### src/rtl/aes_mem_ctrl.sv
// ---------------------------------------------------------------------------
// aes_mem_ctrl
// Streams 128-bit blocks from a row-organised memory through an AES core and
// writes each result back. One block per FETCH/START/WAIT/WRITE round trip.
//
// Optional feature macro: AES_MEM_CTRL_TIMEOUT_EN
//   When defined, a WAIT-state watchdog aborts the run after TIMEOUT cycles
//   without core_done, setting err. When undefined, WAIT waits forever and
//   err is tied low.
//
// Ports
//   clk, rst              clock; asynchronous active-high reset
//   go, nblocks           run request and block count (sampled in IDLE only)
//   mem_ren               pulse: memory read pointer advances by 4 rows
//   rd_row0..3            current memory rows (combinational from memory)
//   mem_wen, wr_row0..3   write strobe and result rows
//   core_start, core_din  core start pulse and input block {row0..row3}
//   core_done, core_dout  core result handshake (honoured only in WAIT)
//   busy, done, err       status: not-IDLE, end-of-run pulse, sticky abort
//   blk_cnt               blocks written in the current/last run
// ---------------------------------------------------------------------------
module aes_mem_ctrl #(
   parameter int TIMEOUT = 255,
   parameter int CNT_W   = 16
) (
   input  logic             clk,
   input  logic             rst,
   input  logic             go,
   input  logic [CNT_W-1:0] nblocks,
   output logic             mem_ren,
   input  logic [31:0]      rd_row0,
   input  logic [31:0]      rd_row1,
   input  logic [31:0]      rd_row2,
   input  logic [31:0]      rd_row3,
   output logic             mem_wen,
   output logic [31:0]      wr_row0,
   output logic [31:0]      wr_row1,
   output logic [31:0]      wr_row2,
   output logic [31:0]      wr_row3,
   output logic             core_start,
   output logic [127:0]     core_din,
   input  logic             core_done,
   input  logic [127:0]     core_dout,
   output logic             busy,
   output logic             done,
   output logic             err,
   output logic [CNT_W-1:0] blk_cnt
);

   typedef enum logic [2:0] {
      S_IDLE, S_FETCH, S_START, S_WAIT, S_WRITE, S_FIN
   } state_t;

   state_t             r_state, w_next;
   logic [CNT_W-1:0]   r_nblocks;
   logic [CNT_W-1:0]   r_blk_cnt;
   logic [CNT_W-1:0]   w_blk_inc;
   logic [127:0]       r_core_din;
   logic [127:0]       r_wr;
   logic               w_accept;

   assign w_blk_inc = r_blk_cnt + 1'b1;
   assign w_accept  = (r_state == S_IDLE) && go;

`ifdef AES_MEM_CTRL_TIMEOUT_EN
   localparam int TO_W = (TIMEOUT > 1) ? $clog2(TIMEOUT + 1) : 1;
   logic [TO_W-1:0] r_wait_cnt;
   logic            r_err;
   logic            w_timeout;

   // Counter holds the number of WAIT cycles already completed, so the
   // TIMEOUT-th WAIT cycle is the one that sees TIMEOUT-1.
   assign w_timeout = (r_wait_cnt == TO_W'(TIMEOUT - 1));
   assign err       = r_err;
`else
   assign err       = 1'b0;
`endif

   // ---------------- state register ----------------
   always_ff @(posedge clk or posedge rst) begin
      if (rst) r_state <= S_IDLE;
      else     r_state <= w_next;
   end

   // ---------------- next-state logic ----------------
   always_comb begin
      w_next = r_state;
      case (r_state)
         S_IDLE:  if (go) w_next = (nblocks != '0) ? S_FETCH : S_FIN;
         S_FETCH: w_next = S_START;
         S_START: w_next = S_WAIT;
         S_WAIT: begin
            if (core_done) w_next = S_WRITE;
`ifdef AES_MEM_CTRL_TIMEOUT_EN
            else if (w_timeout) w_next = S_FIN;
`endif
         end
         S_WRITE: w_next = (w_blk_inc == r_nblocks) ? S_FIN : S_FETCH;
         S_FIN:   w_next = S_IDLE;
         default: w_next = S_IDLE;
      endcase
   end

   // ---------------- datapath ----------------
   always_ff @(posedge clk or posedge rst) begin
      if (rst) begin
         r_nblocks  <= '0;
         r_blk_cnt  <= '0;
         r_core_din <= '0;
         r_wr       <= '0;
      end else begin
         // Any accepted go (including nblocks=0) starts a fresh count.
         if (w_accept) begin
            r_nblocks <= nblocks;
            r_blk_cnt <= '0;
         end
         if (r_state == S_FETCH)
            r_core_din <= {rd_row0, rd_row1, rd_row2, rd_row3};
         if ((r_state == S_WAIT) && core_done)
            r_wr <= core_dout;
         if (r_state == S_WRITE)
            r_blk_cnt <= w_blk_inc;
      end
   end

`ifdef AES_MEM_CTRL_TIMEOUT_EN
   always_ff @(posedge clk or posedge rst) begin
      if (rst) begin
         r_wait_cnt <= '0;
         r_err      <= 1'b0;
      end else begin
         if (w_accept)                 r_err      <= 1'b0;
         if (r_state == S_START)       r_wait_cnt <= '0;
         else if (r_state == S_WAIT)   r_wait_cnt <= r_wait_cnt + 1'b1;
         if ((r_state == S_WAIT) && !core_done && w_timeout)
            r_err <= 1'b1;
      end
   end
`endif

   // ---------------- outputs ----------------
   // Strobes decode straight from the state register: each state lasts one
   // cycle except WAIT/IDLE, so every strobe is naturally a single pulse.
   assign mem_ren    = (r_state == S_FETCH);
   assign core_start = (r_state == S_START);
   assign mem_wen    = (r_state == S_WRITE);
   assign done       = (r_state == S_FIN);
   assign busy       = (r_state != S_IDLE);
   assign blk_cnt    = r_blk_cnt;
   assign core_din   = r_core_din;
   assign wr_row0    = r_wr[127:96];
   assign wr_row1    = r_wr[95:64];
   assign wr_row2    = r_wr[63:32];
   assign wr_row3    = r_wr[31:0];

endmodule

### config.mk
export PLATFORM = sky130hd
export DESIGN_NAME = aes_mem_ctrl
export DESIGN_NICKNAME = d
export VERILOG_FILES = /design/src/rtl/aes_mem_ctrl.sv
export SDC_FILE = /design/constraint.sdc
export NUM_CORES = 1
export LEC_CHECK = 0
export ABC_AREA = 1
export CAP_MARGIN = 10
export CORE_AREA = 4 4 215 217
export DETAILED_ROUTE_END_ITERATION = 10
export DIE_AREA = 0 0 219 221
export PLACE_DENSITY_LB_ADDON = 0.25
export SYNTH_ARGS = -nofsm -noshare
export SYNTH_HDL_FRONTEND = slang
export SYNTH_SLANG_ARGS = --single-unit
### constraint.sdc
create_clock -name clk -period 11.2 [get_ports clk]
set_input_delay 2.24 -clock clk [delete_from_list [all_inputs] [get_ports clk]]
set_output_delay 2.24 -clock clk [all_outputs]
set_load 0.005 [all_outputs]
==> results of run 1 <==
[stage by stage]
| stage | area [um^2] | worst slack (ns) |
|---|---|---|
| after floorplan | 11730 | 0.9259 |
| after global placement | 17850 | 6.338 |
| after detailed placement | 17850 | 6.321 |
| after CTS | 19040 | 6.506 |
| after global routing | 19050 | 6.394 |
| final | 19050 | 6.562 |
[path summary, 6_finish.rpt]
check	from	to	slack, ns	cells past startpoint
max reg2reg	r_state[2]	r_wr[69]	8.44	6
min reg2reg	core_din[28]	core_din[28]	0.47	2
max	r_state[1]	mem_wen	6.56	4
max in group asynchronous	rst	r_wr[83]	7.22	3
min in group asynchronous	rst	r_wr[112]	2.27	2
min	core_din[28]	core_din[28]	0.47	2
[area by class of cell]
class                           count  area share
Sequential cell                   291      0.3823
Timing Repair Buffer              557      0.2927
Multi-Input combinational cell    735      0.2138
Clock buffer                       57     0.05899
Tap cell                          592     0.03889
Inverter                           46    0.009591
Clock inverter                      6    0.003350
Antenna cell                        3   0.0003941
[layer usage]
layer | GRT usage | wire, um | vias to the layer above
li1 | - | - | 4680
met1 | 0.1834 | 15210 | 4720
met2 | 0.2855 | 20530 | 375
met3 | 0.06296 | 3680 | 73
met4 | 0.05178 | 1058 | 4
met5 | 0 | 27 | -
[power groups by stage]
stage	Sequential (W)	Combinational, W	Clock, W
global route	0.00191	0.00239	0.00126
detailed placement	0.00185	0.00223	0
floorplan	0.00186	0.000834	0
CTS	0.00185	0.00224	0.00121
global placement	0.00184	0.00221	0
finish	0.00184	0.00218	0.00117
[worst reg2reg max path, delay by kind of cell, from the launching register on]
family	cells	cell delay (ns)
buffers and inverters	2	0.98
AND/OR/NAND/NOR	3	0.79
flip-flops	1	0.41
multiplexers	1	0.47
[cells by family after synthesis]
| logic type | Yosys count | share of synthesized area |
|---|---|---|
| AND/OR/NAND/NOR | 564 | 0.1985 |
| buffers and inverters | 93 | 0.03286 |
| adder cells (fa/ha/maj) | 1 | 0.001067 |
| XOR/XNOR | 4 | 0.004162 |
| flip-flops | 291 | 0.6210 |
| multiplexers | 132 | 0.1268 |
| AO/OA/AOI/OAI | 33 | 0.01537 |
| other | 1 | 0.0003198 |
[cell usage after synthesis, types with 5 or more instances]
library cell and n:
inv_1 45, nand4_1 12, nor3_1 5, nand2_2 5
nand3_1 43, nor2_1 21, nand2_1 462, clkbuf_1 20
mux2_2 132, buf_2 26, o21ai_0 22, dfrtp_1 291
[sequential cells by signal, indices dropped and copies added, names as in the netlist]
name and flops:
blk_cnt 16, core_din 128, r_nblocks 16, r_state 3, r_wr 128
==> Implementation_results.wiki, run 1 <==
{| class="wikitable"
! Metric !! Value
|-
| Initial antenna violation count || 5
|-
| Part of the power in registers || 0.355
|-
| Core Rows || 77
|-
| H-tree levels || 2
|-
| Post-route DRC violation count || 0
|-
| Critical path class || reg2out
|-
| Max frequency || 215.6 MHz
|-
| Portion of the clock cycle consumed by the worst path in the final layout || 0.4141
|-
| First-pass GRT wire length || 61.86 mm
|-
| Buffers & Inverters on Critical Path || 2
|-
| Detailed-routing iteration count for the pre-antenna-repair pass || 5
|-
| Count of boundary I/O pins || 554
|-
| Final-layout worst hold slack || 0.4663 ns
|-
| Post-route ant nets || 0
|-
| Utilization after layout || 0.4317
|-
| Most common cell after layout, fill and taps aside || clkdlybuf4s50_1
|-
| Port buffer count || 552
|-
| Clock Tree Buf Depth || 3
|-
| Least-Margin Pin Slew || 1.084 ns
|-
| Pint || 0.003554 W
|-
| TritonCTS clock tree || built
|-
| Relative slew slack || 0.2775
|-
| TritonCTS Buffers || 37
|-
| CTS sink cnt || 291
|-
| Post-synthesis to final-layout area growth || 62.43%
|-
| Power share of the clock group || 0.225
|-
| Post-CTS setup buffers || 0
|-
| Max stage delay on crit path || 0.59 ns
|-
| Max FO, Critical Path || 11
|-
| Critical path required time || 8.96 ns
|-
| Routability-driven placement congestion ratio || 0.7963
|-
| Seq. cell area || 7282 um^2
|-
| Cell-by-cell trace of the critical path || nor2_1 > nand2_1 > inv_1 > clkdlybuf4s50_1
|-
| Area of the die || 48400 um^2
|-
| Synth Cell Area || 11730 um^2
|-
| Chip height || 221 um
|-
| Filler cell count in the final layout || 4288
|-
| Sw power || 0.001643 W
|-
| Instance count after placement with tap cells included || 2221
|-
| Total negative slack for setup checks || 0 ns
|-
| Final number of setup-violating endpoints || 0
|-
| Final Hold Viols || 0
|-
| GR Overflow Total || 0
|-
| Largest vdd supply drop || 0.0001277 V
|-
| Worst path arrival time || 2.40 ns
|-
| Setup crit start kind || register
|-
| Via count || 9852
|-
| Maximum clock skew at final layout || 0.01501 ns
|-
| RSZ-0062 raised after global routing || no
|-
| Number of global-route vias before repair || 10300
|-
| Max Cap Viol || 0
|-
| Clock transition time at the flip-flop clock pins of the worst setup and hold paths || 0.05 ns
|-
| Pin count of the biggest net entering global routing || 163
|-
| Most used flip-flop cell after synthesis || dfrtp_1
|-
| Placeable Area || 44120 um^2
|-
| Result of the run || complete, no violations
|-
| Cell area power density || 272.9 nW/um^2
|-
| Routed via count divided by cell count || 4.308
|-
| Post-synthesis sequential area ratio || 0.6210
|-
| Post-synthesis net count || 1396
|-
| Top cells by area in the synthesized netlist || dfrtp_1 62%, nand2_1 15%, mux2_2 13%
|-
| Initial DRC Count || 442
|-
| Post-synth EDFFs || 0
|-
| Crit path max-delay family || buffers and inverters
|-
| Static Leakage || 8.627 nW
|-
| Total wire length || 40.50 mm
|-
| Post-DR wirelength/cell || 17.71 um
|-
| Library cell with the largest summed area after synthesis || dfrtp_1
|-
| Leading cell types in the layout, fill and taps excluded || 552 x clkdlybuf4s50_1, 461 x nand2_1, 291 x dfrtp_1, 132 x mux2_2
|-
| Share of synthesized registers carrying an async set or reset || 1.000
|-
| Clock tree root driver cell || clkbuf_16
|-
| Total power draw || 0.005197 W
|-
| Starting utilization of the core area || 0.2658
|-
| Standard cell with the maximum stage delay on the critical path || clkdlybuf4s50_1
|-
| Worst min-delay path class || reg2reg
|-
| Count of non-filler cells in the finished layout || 2287
|-
| Max-slew violations || 0
|-
| Footprint of the multi-input gates || 4071 um^2
|-
| Synthesized flop and latch total || 291
|-
| Post_cts resized || 0
|-
| Proportion of layout cells with a drive suffix above 1 || 0.1247
|-
| Count of mapped cells out of synthesis || 1119
|-
| Fraction of synthesized cell area taken by the top area cell type || 0.6210
|-
| Overall routing resource usage || 0.1635
|-
| Time the worst path needs with I/O delays and setup || 4.638 ns
|-
| Clock latency at the later pin of the worst-skew pair || 0.53 ns
|-
| Warnings from Yosys || 0
|-
| Horiz. Die Dim || 219 um
|-
| Synth unique cells || 31
|-
| Switching portion of total power || 0.3162
|-
| Total of hold buffers inserted after clock tree synthesis || 0
|-
| Critical Path End Type || output port
|-
| Net count of the finished layout || 1945
|-
| HPWL Detailed || 29.66 mm
|-
| Average footprint of a synthesized cell || 10.48 um^2
|-
| Comb power frac || 0.420
|}
Power figures use the tool's default switching activity.
==> run 2: changes to the inputs <==
Clock period 11.2 ns to 4.8 ns, I/O delays scaled along.
==> run 2 against run 1 <==
  * First-iteration DRC count grew 12%
  * Register-to-register slack lost 6.0 ns
  * Die area unchanged
  * Highest routed layer is now met4
  * Final cell count is essentially flat
  * Clock power increased by 130%
  * Largest cell class unchanged
  * Count of clock-buffer cells in the layout is 2 lower
  * Via count shrank 0.51%
  * Combinational power rose by 140%
  * Cell area is 0.18% higher
  * Clock skew up 0.0054 ns
==> Implementation_results.wiki, run 2 (synthesis results as in run 1) <==
{| class="wikitable"
! Metric !! Value
|-
| Leading cell types in the layout, fill and taps excluded || 552 x clkdlybuf4s50_1, 461 x nand2_1, 291 x dfrtp_1, 132 x mux2_2 (unchanged)
|-
| Final number of setup-violating endpoints || 0 (unchanged)
|-
| Number of global-route vias before repair || 10220 (was 10300)
|-
| Worst path arrival time || 2.38 ns (was 2.40 ns)
|-
| Reg-to-reg endpoint || r_wr[70] (was r_wr[69])
|-
| Max frequency || 299.6 MHz
|-
| Post-CTS setup buffers || 0 (unchanged)
|-
| Count of boundary I/O pins || 554 (unchanged)
|-
| H-tree levels || 2 (unchanged)
|-
| Most common cell after layout, fill and taps aside || clkdlybuf4s50_1 (unchanged)
|-
| First-pass GRT wire length || 62.93 mm (was 61.86 mm)
|-
| Critical path class || reg2out (unchanged)
|-
| Max-slew violations || 0 (unchanged)
|-
| Time the worst path needs with I/O delays and setup || 3.338 ns
|-
| Critical path destination || mem_wen (unchanged)
|-
| Proportion of layout cells with a drive suffix above 1 || 0.1234 (was 0.1247)
|-
| Final-layout worst hold slack || 0.4650 ns (was 0.4663 ns)
|-
| Startpoint of the most critical setup path || r_state[1] (unchanged)
|-
| Max Cap Viol || 0 (unchanged)
|-
| CTS sink cnt || 291 (unchanged)
|-
| Total power draw || 0.01211 W (was 0.005197 W)
|-
| Clock latency at the later pin of the worst-skew pair || 0.53 ns (about the same)
|-
| Post-route DRC violation count || 0 (unchanged)
|-
| HPWL Detailed || 30.93 mm (was 29.66 mm)
|-
| TritonCTS Buffers || 36 (was 37)
|-
| Least-Margin Pin Slew || 0.8499 ns (was 1.084 ns)
|-
| Net count of the finished layout || 1946 (was 1945)
|-
| Chip height || 221 um (unchanged)
|-
| Utilization after layout || 0.4324 (was 0.4317)
|-
| Routed via count divided by cell count || 4.284 (was 4.308)
|-
| Worst reg-to-reg setup slack || 2.44 ns (was 8.44 ns)
|-
| Overall routing resource usage || 0.1672 (was 0.1635)
|-
| GR Overflow Total || 0 (unchanged)
|-
| Initial antenna violation count || 5 (unchanged)
|-
| Critical Path End Type || output port (unchanged)
|-
| Routability-driven placement congestion ratio || 0.8210 (was 0.7963)
|-
| Total wire length || 41.51 mm (was 40.50 mm)
|-
| Largest vdd supply drop || 0.0003015 V (was 0.0001277 V)
|-
| Setup crit start kind || register (unchanged)
|-
| Post-synthesis to final-layout area growth || 62.72% (was 62.43%)
|-
| Worst min-delay path class || reg2reg (unchanged)
|-
| Launch instance of the worst register-to-register path || r_state[2] (unchanged)
|-
| Critical path required time || 3.84 ns (was 8.96 ns)
|-
| Placeable Area || 44120 um^2 (unchanged)
|-
| Placement Setup Slack || 1.795 ns (was 6.321 ns)
|-
| Clock tree root driver cell || clkbuf_16 (unchanged)
|-
| Pin count of the biggest net entering global routing || 129 (was 163)
|-
| Static Leakage || 8.628 nW (was 8.627 nW)
|-
| Result of the run || complete, no violations (unchanged)
|-
| Cell area power density || 634.6 nW/um^2 (was 272.9 nW/um^2)
|-
| Horiz. Die Dim || 219 um (unchanged)
|-
| Starting utilization of the core area || 0.2658 (unchanged)
|-
| Maximum clock skew at final layout || 0.02046 ns (was 0.01501 ns)
|-
| Path depth of the worst reg2reg path || 6 (unchanged)
|-
| TritonCTS clock tree || built (unchanged)
|-
| RSZ-0062 raised after global routing || no (unchanged)
|-
| Portion of the clock cycle consumed by the worst path in the final layout || 0.6954
|-
| Clock transition time at the flip-flop clock pins of the worst setup and hold paths || 0.05 ns (about the same)
|-
| Final Hold Viols || 0 (unchanged)
|-
| Post-route ant nets || 0 (unchanged)
|-
| Detailed-routing iteration count for the pre-antenna-repair pass || 4 (was 5)
|-
| Relative slew slack || 0.4320 (was 0.2775)
|-
| Post_cts resized || 0 (unchanged)
|-
| Worst-case setup margin in the final layout || 1.462 ns (was 6.562 ns)
|-
| Via count || 9802 (was 9852)
|-
| Initial DRC Count || 496 (was 442)
|-
| Clock Tree Buf Depth || 3 (unchanged)
|-
| Area of the die || 48400 um^2 (unchanged)
|-
| Port buffer count || 552 (unchanged)
|-
| Total of hold buffers inserted after clock tree synthesis || 0 (unchanged)
|-
| Post-DR wirelength/cell || 18.14 um (was 17.71 um)
|-
| Core Rows || 77 (unchanged)
|-
| Max FO, Critical Path || 11 (unchanged)
|}
==> run 2: cell count changes in the layout (fill, tap and decap cells not counted), sizes merged <==
cell / change
buf: +2
clkbuf: -2
inv: -2
bufinv: +1
clkinv: +1
clkinvlp: +1
==> run 2: per-layer routing <==
metal / track usage / part of all wire
met1: 0.1902 / 0.37
met2: 0.2890 / 0.51
met5: 0 / 0
met3: 0.06653 / 0.099
met4: 0.04995 / 0.022
==> run 2: worst max-delay path, stage by stage, from the launching register on <==
cell,delay [ns]
dfrtp_1,0.41
nor2_1,0.23
nand2_1,0.25
inv_1,0.39
clkdlybuf4s50_1,0.59
==> run 2: how the worst min path moves through the flow <==
stage,cells past startpoint,to,startpoint
floorplan,2,core_din[0],core_din[0]
global placement,2,core_din[80],core_din[80]
detailed placement,2,core_din[72],core_din[72]
CTS,2,core_din[122],core_din[122]
global route,2,core_din[113],core_din[113]
finish,2,core_din[72],core_din[72]
==> run 2: power by group <==
part	switching, W	leakage, nW	internal (W)
Sequential	0.000647	3.55	0.00365
Combinational	0.00214	4.52	0.00300
Clock	0.00105	0.556	0.00162
==> run 2: final cells by class <==
class	count	area (um^2)
Clock buffer	55	1055
Multi-Input combinational cell	735	4071
Sequential cell	291	7282
Fill cell	4320	25040
Antenna cell	3	7.507
Tap cell	592	740.7
Timing Repair Buffer	559	5640
Clock inverter	7	105.1
Inverter	46	178.9
==> run 2: metrics by stage <==
step / instances / setup TNS, ns / instance area (um^2)
2_1_floorplan: 1119 / -6.161 / 11730
3_3_place_gp: 2223 / 0 / 17910
3_5_place_dp: 2223 / 0 / 17910
4_1_cts: 2285 / 0 / 19070
5_1_grt: 2288 / 0 / 19080
6_report: 2288 / 0 / 19080
==> run 3: changes to the inputs <==
Clock period 4.8 ns to 3.1 ns, I/O delays scaled along.
==> run 3 against run 2 <==
  * Sequential power grew 55%
  * Non-clock buffer count grew 14
  * Largest cell class unchanged
  * Global-route usage grew 0.28 points
  * Cell area grew 1.3%
==> Implementation_results.wiki, run 3 (synthesis results as in run 1) <==
{| class="wikitable"
! Metric !! Value
|-
| Clock tree root driver cell || clkbuf_16 (unchanged)
|-
| Initial DRC Count || 400 (was 496)
|-
| Setup crit start kind || register (unchanged)
|-
| TritonCTS clock tree || built (unchanged)
|-
| Total power draw || 0.01908 W (was 0.01211 W)
|-
| Net count of the finished layout || 1961 (was 1946)
|-
| Post-CTS setup buffers || 0 (unchanged)
|-
| Most common cell after layout, fill and taps aside || clkdlybuf4s50_1 (unchanged)
|-
| Detailed-routing iteration count for the pre-antenna-repair pass || 4 (unchanged)
|-
| Post-DR wirelength/cell || 18.10 um (was 18.14 um)
|-
| Power share of the clock group || 0.231 (was 0.221)
|-
| Total wire length || 41.75 mm (was 41.51 mm)
|-
| Clock Tree Buf Depth || 3 (unchanged)
|-
| Maximum clock skew at final layout || 0.02614 ns (was 0.02046 ns)
|-
| HPWL Detailed || 31.17 mm (was 30.93 mm)
|-
| Worst min-delay path class || in2async (was reg2reg)
|-
| Final Hold Viols || 0 (unchanged)
|-
| Leading cell types in the layout, fill and taps excluded || 552 x clkdlybuf4s50_1, 461 x nand2_1, 291 x dfrtp_1, 132 x mux2_2 (unchanged)
|-
| Critical path class || reg2out (unchanged)
|-
| Port buffer count || 552 (unchanged)
|-
| Filler cell count in the final layout || 4294 (was 4320)
|-
| Part of the power in registers || 0.350 (was 0.355)
|-
| Comb power frac || 0.420 (was 0.425)
|-
| Least-Margin Pin Slew || 0.8004 ns (was 0.8499 ns)
|-
| Proportion of layout cells with a drive suffix above 1 || 0.1368 (was 0.1234)
|-
| Sw power || 0.006055 W (was 0.003840 W)
|-
| Area of the die || 48400 um^2 (unchanged)
|-
| Cell area power density || 987.6 nW/um^2 (was 634.6 nW/um^2)
|-
| Final number of setup-violating endpoints || 0 (unchanged)
|-
| Chip height || 221 um (unchanged)
|-
| Number of global-route vias before repair || 10550 (was 10220)
|-
| Worst path arrival time || 2.06 ns (was 2.38 ns)
|-
| GR Overflow Total || 0 (unchanged)
|-
| Result of the run || complete, no violations (unchanged)
|-
| Post-route ant nets || 0 (unchanged)
|-
| Post_cts resized || 0 (unchanged)
|-
| Max-slew violations || 0 (unchanged)
|-
| Pint || 0.01303 W (was 0.008269 W)
|-
| TritonCTS Buffers || 37 (was 36)
|-
| Critical path required time || 2.48 ns (was 3.84 ns)
|-
| Time the worst path needs with I/O delays and setup || 2.678 ns
|-
| Starting utilization of the core area || 0.2658 (unchanged)
|-
| Max frequency || 373.4 MHz
|-
| First-pass GRT wire length || 63.96 mm (was 62.93 mm)
|-
| Routability-driven placement congestion ratio || 0.7970 (was 0.8210)
|-
| Overall routing resource usage || 0.1700 (was 0.1672)
|-
| Core Rows || 77 (unchanged)
|-
| Static Leakage || 8.774 nW (was 8.628 nW)
|-
| Horiz. Die Dim || 219 um (unchanged)
|-
| Instance count after placement with tap cells included || 2237 (was 2223)
|-
| Seq. cell area || 7282 um^2 (unchanged)
|-
| RSZ-0062 raised after global routing || no (unchanged)
|-
| H-tree levels || 2 (unchanged)
|-
| Routed via count divided by cell count || 4.272 (was 4.284)
|-
| Switching portion of total power || 0.3173 (was 0.3171)
|-
| Post-route DRC violation count || 0 (unchanged)
|-
| Initial antenna violation count || 3 (was 5)
|-
| Clock latency at the later pin of the worst-skew pair || 0.54 ns (was 0.53 ns)
|-
| Total of hold buffers inserted after clock tree synthesis || 0 (unchanged)
|-
| Largest vdd supply drop || 0.0005367 V (was 0.0003015 V)
|-
| Portion of the clock cycle consumed by the worst path in the final layout || 0.8639
|-
| Count of non-filler cells in the finished layout || 2306 (was 2288)
|-
| Placeable Area || 44120 um^2 (unchanged)
|-
| Post-synthesis to final-layout area growth || 64.76% (was 62.72%)
|-
| Via count || 9852 (was 9802)
|-
| Critical Path End Type || output port (unchanged)
|-
| Max Cap Viol || 0 (unchanged)
|-
| Final-layout worst hold slack || 0.4544 ns (was 0.4650 ns)
|-
| Count of boundary I/O pins || 554 (unchanged)
|-
| CTS sink cnt || 291 (unchanged)
|-
| Clock transition time at the flip-flop clock pins of the worst setup and hold paths || 0.06 ns (was 0.05 ns)
|-
| Pin count of the biggest net entering global routing || 130 (was 129)
|-
| Footprint of the multi-input gates || 4071 um^2 (unchanged)
|-
| Max FO, Critical Path || 8 (was 11)
|-
| Relative slew slack || 0.4664 (was 0.4320)
|}
[run 3: power by group through the flow]
stage               Clock (W)  Combinational (W)  Sequential, W
floorplan                   0            0.00301        0.00673
global placement            0            0.00810        0.00666
detailed placement          0            0.00817        0.00670
CTS                   0.00457            0.00820        0.00669
global route          0.00473            0.00878        0.00692
finish                0.00440            0.00801        0.00667
[run 3: worst max-delay path, stage by stage (launching register included)]
cell	delay, ns
dfrtp_1	0.41
nor2_1	0.22
nand2_1	0.26
inv_1	0.14
clkdlybuf4s50_1	0.50
[run 3: cell type report]
cell class,count,area share
antenna,4,0.0005181
clock buffer,48,0.05317
clock inverter,17,0.01107
inverter,46,0.009261
multi-input combinational,735,0.2107
sequential,291,0.3769
tap,592,0.03834
timing repair buffer,573,0.3000
[run 3: worst paths after layout]
path,to,slack (ns),cells after the start,start
hold reg to reg,core_din[101],0.47,2,core_din[101]
setup reg to reg,core_din[30],0.97,6,r_state[2]
min in group clk,core_din[101],0.47,2,core_din[101]
setup / recovery,mem_wen,0.42,4,r_state[1]
max in group asynchronous,r_wr[53],1.87,4,rst
hold / removal,core_din[36],0.45,2,rst
[run 3: per-layer routing]
| metal | share of wire | track usage | wire length [um] | vias to the layer above |
|---|---|---|---|---|
| li1 | - | - | - | 4714 |
| met1 | 0.39 | 0.1960 | 16150 | 4723 |
| met2 | 0.50 | 0.2918 | 20840 | 351 |
| met3 | 0.086 | 0.05926 | 3586 | 64 |
| met4 | 0.028 | 0.06075 | 1172 | 0 |
| met5 | 0 | 0 | 0 | - |
[run 3: per-stage QoR]
stage / TNS, ns / area [um^2] / util / setup WS, ns
floorplan: -401.92 / 11730 / - / -1.381
global placement: 0 / 18070 / 0.4095 / 0.8039
detailed placement: 0 / 18070 / 0.4095 / 0.7899
CTS: 0 / 19310 / 0.4376 / 0.3447
global route: 0 / 19320 / 0.4378 / 0.1556
finish: 0 / 19320 / 0.4378 / 0.4220
